--- src/rtl/zpu_boot_pkg.sv ---
// rtl/zpu_boot_pkg.sv - shared types and constants for the ZPU boot image loader
package zpu_boot_pkg;

    typedef enum logic [2:0] {
        S_IDLE,
        S_SET_ADDR,
        S_FETCH,
        S_WRITE,
        S_DONE,
        S_ERROR
    } boot_state_t;

    // Byte offsets of the loader's registers on its settings bus
    localparam logic [3:0] LDR_REG_ADDR = 4'h0;
    localparam logic [3:0] LDR_REG_DATA = 4'h4;

    // Width of the running image checksum
    localparam int CKSUM_WIDTH = 32;

endpackage

--- src/rtl/zpu_boot_loader_ctrl.sv ---
// rtl/zpu_boot_loader_ctrl.sv - streams a firmware image into the ZPU bootram loader (optional checksum: ZPU_BOOT_CKSUM_EN)
module zpu_boot_loader_ctrl
    import zpu_boot_pkg::*;
#(
    parameter int          ADDR_WIDTH  = 16,
    parameter int          DATA_WIDTH  = 32,
    parameter logic [15:0] MAX_ADDR    = 16'h7FFC,
    parameter int          ACK_TIMEOUT = 255
) (
    input  logic                  clk,
    input  logic                  rst,
    input  logic                  start,
    input  logic                  abort,
    input  logic [DATA_WIDTH-1:0] s_tdata,
    input  logic                  s_tvalid,
    output logic                  s_tready,
    input  logic                  s_tlast,
    output logic                  ldr_stb,
    output logic                  ldr_wea,
    output logic [ADDR_WIDTH-1:0] ldr_addra,
    output logic [DATA_WIDTH-1:0] ldr_dina,
    input  logic                  ldr_acka,
    output logic                  busy,
    output logic                  done,
    output logic                  error,
    output logic [12:0]           words_written
);

    // Index of the final image word; the image is LAST_IDX+1 words long
    localparam logic [12:0] LAST_IDX  = 13'(MAX_ADDR >> 2);
    localparam logic [8:0]  TMO_LIMIT = 9'(ACK_TIMEOUT - 1);

    boot_state_t           state_q;
    boot_state_t           state_d;
    logic [12:0]           ww_q;
    logic [DATA_WIDTH-1:0] data_q;
    logic [8:0]            tmo_q;
    logic                  bus_active;
    logic                  tmo_hit;
    logic                  is_last;
    logic                  restart;

    // ww_q is the index of the word currently being fetched or written
    assign is_last    = (ww_q == LAST_IDX);
    assign bus_active = (state_q == S_SET_ADDR) || (state_q == S_WRITE);
    // An ack in the final allowed cycle still counts as in time
    assign tmo_hit    = bus_active && (tmo_q == TMO_LIMIT) && !ldr_acka;
    assign restart    = start && ((state_q == S_IDLE) || (state_q == S_DONE) || (state_q == S_ERROR));

`ifdef ZPU_BOOT_CKSUM_EN
    logic [CKSUM_WIDTH-1:0] sum_q;
    logic [CKSUM_WIDTH-1:0] exp_q;
    logic                   ck_pend_q;
    logic                   sum_ok;

    // The final word is folded into the sum combinationally so a bad image never reaches the bootram
    assign sum_ok = ((sum_q + CKSUM_WIDTH'(s_tdata)) == exp_q);

    // Checksum capture and running modulo-2^32 sum of accepted data words
    always_ff @(posedge clk) begin
        if (rst) begin
            sum_q     <= '0;
            exp_q     <= '0;
            ck_pend_q <= 1'b0;
        end else if (restart) begin
            sum_q     <= '0;
            ck_pend_q <= 1'b0;
        end else if (state_q == S_SET_ADDR && ldr_acka) begin
            ck_pend_q <= 1'b1;
        end else if (state_q == S_FETCH && s_tvalid && !abort) begin
            if (ck_pend_q) begin
                exp_q     <= CKSUM_WIDTH'(s_tdata);
                ck_pend_q <= 1'b0;
            end else begin
                sum_q <= sum_q + CKSUM_WIDTH'(s_tdata);
            end
        end
    end
`endif

    // State register, word counter, captured word and ack timeout counter
    always_ff @(posedge clk) begin
        if (rst) begin
            state_q <= S_IDLE;
            ww_q    <= '0;
            data_q  <= '0;
            tmo_q   <= '0;
        end else begin
            state_q <= state_d;
            if (restart) begin
                ww_q <= '0;
            end else if (state_q == S_WRITE && ldr_acka) begin
                ww_q <= ww_q + 13'd1;
            end
            if (state_q == S_FETCH && s_tvalid) begin
                data_q <= s_tdata;
            end
            if (bus_active && state_d == state_q) begin
                tmo_q <= tmo_q + 9'd1;
            end else begin
                tmo_q <= '0;
            end
        end
    end

    // Next-state logic; abort outranks ack and timeout
    always_comb begin
        state_d = state_q;
        case (state_q)
            S_IDLE: begin
                if (start) state_d = S_SET_ADDR;
            end
            S_SET_ADDR: begin
                if (abort)         state_d = S_ERROR;
                else if (ldr_acka) state_d = S_FETCH;
                else if (tmo_hit)  state_d = S_ERROR;
            end
            S_FETCH: begin
                if (abort) begin
                    state_d = S_ERROR;
                end else if (s_tvalid) begin
`ifdef ZPU_BOOT_CKSUM_EN
                    if (ck_pend_q)                 state_d = S_FETCH;
                    else if (is_last != s_tlast)   state_d = S_ERROR;
                    else if (is_last && !sum_ok)   state_d = S_ERROR;
                    else                           state_d = S_WRITE;
`else
                    // tlast must land exactly on the final index: early is short, missing is long
                    if (is_last != s_tlast) state_d = S_ERROR;
                    else                    state_d = S_WRITE;
`endif
                end
            end
            S_WRITE: begin
                if (abort)         state_d = is_last ? S_ERROR : S_ERROR;
                else if (ldr_acka) state_d = is_last ? S_DONE : S_FETCH;
                else if (tmo_hit)  state_d = S_ERROR;
            end
            S_DONE, S_ERROR: begin
                if (start) state_d = S_IDLE;
            end
            default: state_d = S_IDLE;
        endcase
    end

    // Moore outputs decoded from the current state
    always_comb begin
        s_tready  = 1'b0;
        ldr_stb   = 1'b0;
        ldr_wea   = 1'b0;
        ldr_addra = '0;
        ldr_dina  = '0;
        busy      = 1'b0;
        done      = 1'b0;
        error     = 1'b0;
        case (state_q)
            S_SET_ADDR: begin
                ldr_stb   = 1'b1;
                ldr_wea   = 1'b1;
                ldr_addra = ADDR_WIDTH'(LDR_REG_ADDR);
                busy      = 1'b1;
            end
            S_FETCH: begin
                s_tready = 1'b1;
                busy     = 1'b1;
            end
            S_WRITE: begin
                ldr_stb   = 1'b1;
                ldr_wea   = 1'b1;
                ldr_addra = ADDR_WIDTH'(LDR_REG_DATA);
                ldr_dina  = data_q;
                busy      = 1'b1;
            end
            S_DONE:  done  = 1'b1;
            S_ERROR: error = 1'b1;
            default: ;
        endcase
    end

    assign words_written = ww_q;

endmodule
--- config.mk ---
export PLATFORM = sky130hd
export DESIGN_NAME = zpu_boot_loader_ctrl
export DESIGN_NICKNAME = d
export VERILOG_FILES = /design/src/rtl/zpu_boot_pkg.sv /design/src/rtl/zpu_boot_loader_ctrl.sv
export SDC_FILE = /design/constraint.sdc
export NUM_CORES = 1
export LEC_CHECK = 0
export CORE_MARGIN = 2
export CORE_UTILIZATION = 30
export CTS_BUF_LIST = sky130_fd_sc_hd__clkbuf_16
export DETAILED_ROUTE_END_ITERATION = 12
export HOLD_SLACK_MARGIN = 0.02
export PLACE_DENSITY = 0.62
export SLEW_MARGIN = 10
export SYNTH_ARGS = -nofsm -noshare
export SYNTH_HDL_FRONTEND = slang
export SYNTH_SLANG_ARGS = --single-unit
--- constraint.sdc ---
create_clock -name clk -period 3.45 [get_ports clk]
set_clock_uncertainty 0.1 [all_clocks]
set_input_delay 0.69 -clock clk [delete_from_list [all_inputs] [get_ports clk]]
set_output_delay 0.69 -clock clk [all_outputs]
set_load 0.005 [all_outputs]
## After elaboration in Yosys (flattened, before gate mapping)

Index checks and enable logic that the tools add are counted.

- Bitwise operators: 1
- Reductions and logical operators: 16
- Add/sub/neg operators: 2
- Equality and inequality tests: 9
- Multiplexer cells: 19

Operators by type and width:

| operator | number |
|---|---|
| 2-to-1 mux 3 bit | 12 |
| 2-to-1 mux 32 bit | 1 |
| case mux 3 bit (5 select lines) | 1 |
| adder 13 x 1 -> 13 bit (second input constant) | 1 |
| equality test 13 bit (second input constant) | 1 |
| adder 9 x 1 -> 9 bit (second input constant) | 1 |
| equality test 9 x 8 -> 1 bit (second input constant) | 1 |
| OR reduction 2 bit | 4 |
| equality test 3 x 2 -> 1 bit (second input constant) | 2 |
| equality test 3 bit (second input constant) | 2 |
| logical AND 1 bit | 6 |
| 2-to-1 mux 1 bit | 5 |
| equality test 3 x 1 -> 1 bit (second input constant) | 1 |
| equality test 3 bit | 1 |
| zero test 3 bit | 1 |
| logical OR 1 bit | 3 |
| OR reduction 3 bit | 1 |
| zero test 1 bit | 1 |
| inequality test 1 bit | 1 |
| NOT 1 bit | 1 |

- Word-level logic and storage cells: 51
- Register bits: 57
- Bits of input ports: 39

## Depth between registers and ports, before layout

- Word-level depth: 12
- Gate-level depth with buffers: 8
- Mapped depth without buffers: 6

## Worst setup path before layout

No wires, ideal clock.

- Path kind: flip-flop to output port
- Start: reg state_q[0]
- End: out ldr_dina[10]
- Cell stages (with the launch flop): 5
- Data arrival time: 1.267 ns
- Setup slack: 1.393 ns
- Cell sequence: dfxtp_1 or2b_1 nor2_1 clkbuf_1 and2_1

- Cells in the longest elaborated chain, start to end: 2

Ends and longest elaborated chain:

| element | line | source |
|---|---|---|
| start, declared | zpu_boot_loader_ctrl.sv:33 | `boot_state_t state_q;` |
| start signal, assigned | zpu_boot_loader_ctrl.sv:89 | `state_q <= state_d;` |
| equality test 3 x 2 -> 1 bit | zpu_boot_loader_ctrl.sv:156 | `case (state_q)` |
| 2-to-1 mux 32 bit | zpu_boot_loader_ctrl.sv:156 |  |
| end, declared | zpu_boot_loader_ctrl.sv:21 | `output logic [DATA_WIDTH-1:0] ldr_dina,` |

No other way between the ends.

## Final worst setup path

- Start: reg state_q[0]
- End: out ldr_dina[25]

Same word-level chain as after synthesis.

==> metrics.txt <==
worst-path maximum fanout=33; Max-Slew Margin vs Limit=58.9%; number of distinct library cells after synthesis=35; port buffer count=90; status=finished, final reports clean; grt ovf=0; most common cell after layout, fill and taps aside=clkdlybuf4s50_1; RSZ-0062 raised after global routing=no; critical-path cell list=or2b_1, nor2_2, buf_4, and2_1, clkdlybuf4s50_1; Seq cells post-synth=57; Detailed Routing Iterations Pass 1=4; max cap viols=0; Mapped Cells=335; Required @ worst endpoint=2.66 ns; overall routing resource usage=13.4%; Routed Antenna Nets=0; gpl congestion=0.784; yosys warns=0; count of final setup violators=0; First DRT Iteration DRCs=79; period utilisation layout=86.0%; min cycle time layout=2.97 ns; clk_lat worst skew=0.32 ns; Die ar.=9770 sq um; cts repair resizes=0; HPWL after detailed placement=4.47 mm; Finished Layout Cells=533; Reg clk slew, reported paths=0.05 ns; cts bufs inserted=9; std cell rows=34; leakage power total=1.43 nW; TNS Setup=0 ns; Max Transition Viols Final=0; core region area=8720 sq um; CTS tree=built; vias in the first global route=2269; most frequent cells in the layout=clkdlybuf4s50_1, nand2_1, dfxtp_1; area grow syn2layout=45.7%; R2R Setup Slk=1.64 ns; crit path DAT=2.18 ns; Chip Width=98.8 um; CTS sink count=57; initial antenna violation count=0; CP startpoint kind=flop; global-route wire length before repair=10.7 mm; hold_ws=0.347 ns; Fmax=337 MHz; CTS Root Cell=clkbuf_16; die extent in y=98.8 um; CTS Buffer Depth=2; syn avg cell area=8.05 sq um; worst slew pin tran=0.614 ns; register area share after synthesis=42.3%; Final WS setup=0.485 ns; diodes inserted=0; Starting Density=30.9%; synthesized area=2700 sq um; post-CTS setup buffer count=0; Via density=4.48; CTS H-tree lvls=3; Largest stage delay, worst path=0.51 ns; WL final=6.30 mm; pre-CTS setup slack=0.809 ns; CP endpoint kind=output port; CP Buf/Inv Count=2; DRC=0; HP Class=flop to flop; Boundary Pins=106; Peak VDD IR=0.000199 V; Placed Instances=517; largest net degree at the start of global routing=34; Slowest cell on crit path=clkdlybuf4s50_1; post-layout net count=462; cell family with most CP delay=buffers and inverters; vias post-DR=2388; critical path class=flop to output port; final hold vios=0; # hold bufs at CTS=0; share of layout cells above drive strength 1=5.65%; PD cells=457 nW/um^2; Routed WL per cell=11.8 um
## worst reg2reg max path, cell delays in order, from the launching register on
cell      delay (ns)
dfxtp_1         0.39
ha_1            0.21
nand4_1         0.10
and4bb_2        0.37
xor2_1          0.19
nand2_1         0.09
a31o_2          0.25
## cell type report
cell class                      instances  area (sq um)
Clock inverter                          7           119
Timing Repair Buffer                   94           931
Fill cell                             854          4790
Sequential cell                        57          1140
Multi-Input combinational cell        252          1360
Tap cell                              108           135
Clock buffer                            9           225
Inverter                                6          22.5
## metal layers
layer | share of wire (%) | GRT usage [%]
met1 | 48 | 17.2
met2 | 44 | 21.3
met3 | 6.7 | 3.83
met4 | 1.1 | 5.06
met5 | 0 | 0
## power breakdown
part | switching, W | internal (W)
Clock | 0.000298 | 0.000704
Sequential | 0.00000857 | 0.000667
Combinational | 0.0000522 | 0.0000654
Total | 0.000359 | 0.00144
## worst paths after layout
check / startpoint / to / cells after the start
max: state_q[0]$_SDFF_PP0_ / ldr_dina[25] / 5
max reg2reg: words_written[0]$_SDFFE_PP0P_ / state_q[1]$_SDFF_PP0_ / 6
min: data_q[20]$_SDFFE_PP0P_ / data_q[20]$_SDFFE_PP0P_ / 2
min reg2reg: data_q[20]$_SDFFE_PP0P_ / data_q[20]$_SDFFE_PP0P_ / 2
## registers in the layout, indices dropped and copies added, names as in the netlist
name           count
data_q            32
state_q            3
tmo_q              9
words_written     13
## metrics by stage
stage / cell area, sq um / total power, W / util, %
2_1_floorplan: 2750 / 0.000751 / -
3_3_place_gp: 3590 / 0.000806 / 41.1
3_5_place_dp: 3590 / 0.000807 / 41.1
4_1_cts: 3930 / 0.00182 / 45.1
5_1_grt: 3930 / 0.00186 / 45.1
6_report: 3930 / 0.00180 / 45.1
## cells in the mapped netlist
cell,count,area share [%]
a21oi_1,37,6.9
clkbuf_1,10,1.4
conb_1,1,0.14
buf_6,5,2.1
inv_1,6,0.83
o21ai_0,2,0.37
o2111ai_1,1,0.32
ha_1,3,1.4
nand2_1,72,10
and4bb_2,1,0.46
nand3_1,7,1.3
o311ai_0,1,0.32
xnor2_1,6,1.9
a31oi_1,1,0.23
nor2_1,27,3.8
mux2i_1,1,0.37
nand2b_1,2,0.46
and3_1,7,1.6
a41oi_1,1,0.32
and2_1,35,8.1
a31o_2,2,0.65
or3_1,1,0.23
buf_2,2,0.37
nand4_1,4,0.93
nor3_1,1,0.19
and4b_1,1,0.37
dfxtp_1,57,42
nand4b_1,1,0.32
buf_4,17,4.7
xor2_1,14,4.5
and4_1,5,1.6
nor3b_1,1,0.28
or2b_1,1,0.28
nor3_4,1,0.60
o22ai_1,1,0.23
## cells by family (layout without fill, tap and decap cells)
family	after synthesis	count (layout)	synth area share [%]
adder cells (fa/ha/maj)	3	3	1.39
buffers and inverters	40	116	9.42
AND/OR/NAND/NOR	167	167	30.6
other	1	15	0.139
multiplexers	1	1	0.371
flip-flops	57	57	42.3
AO/OA/AOI/OAI	46	46	9.32
XOR/XNOR	20	20	6.49
Power figures use the tool's default switching activity.
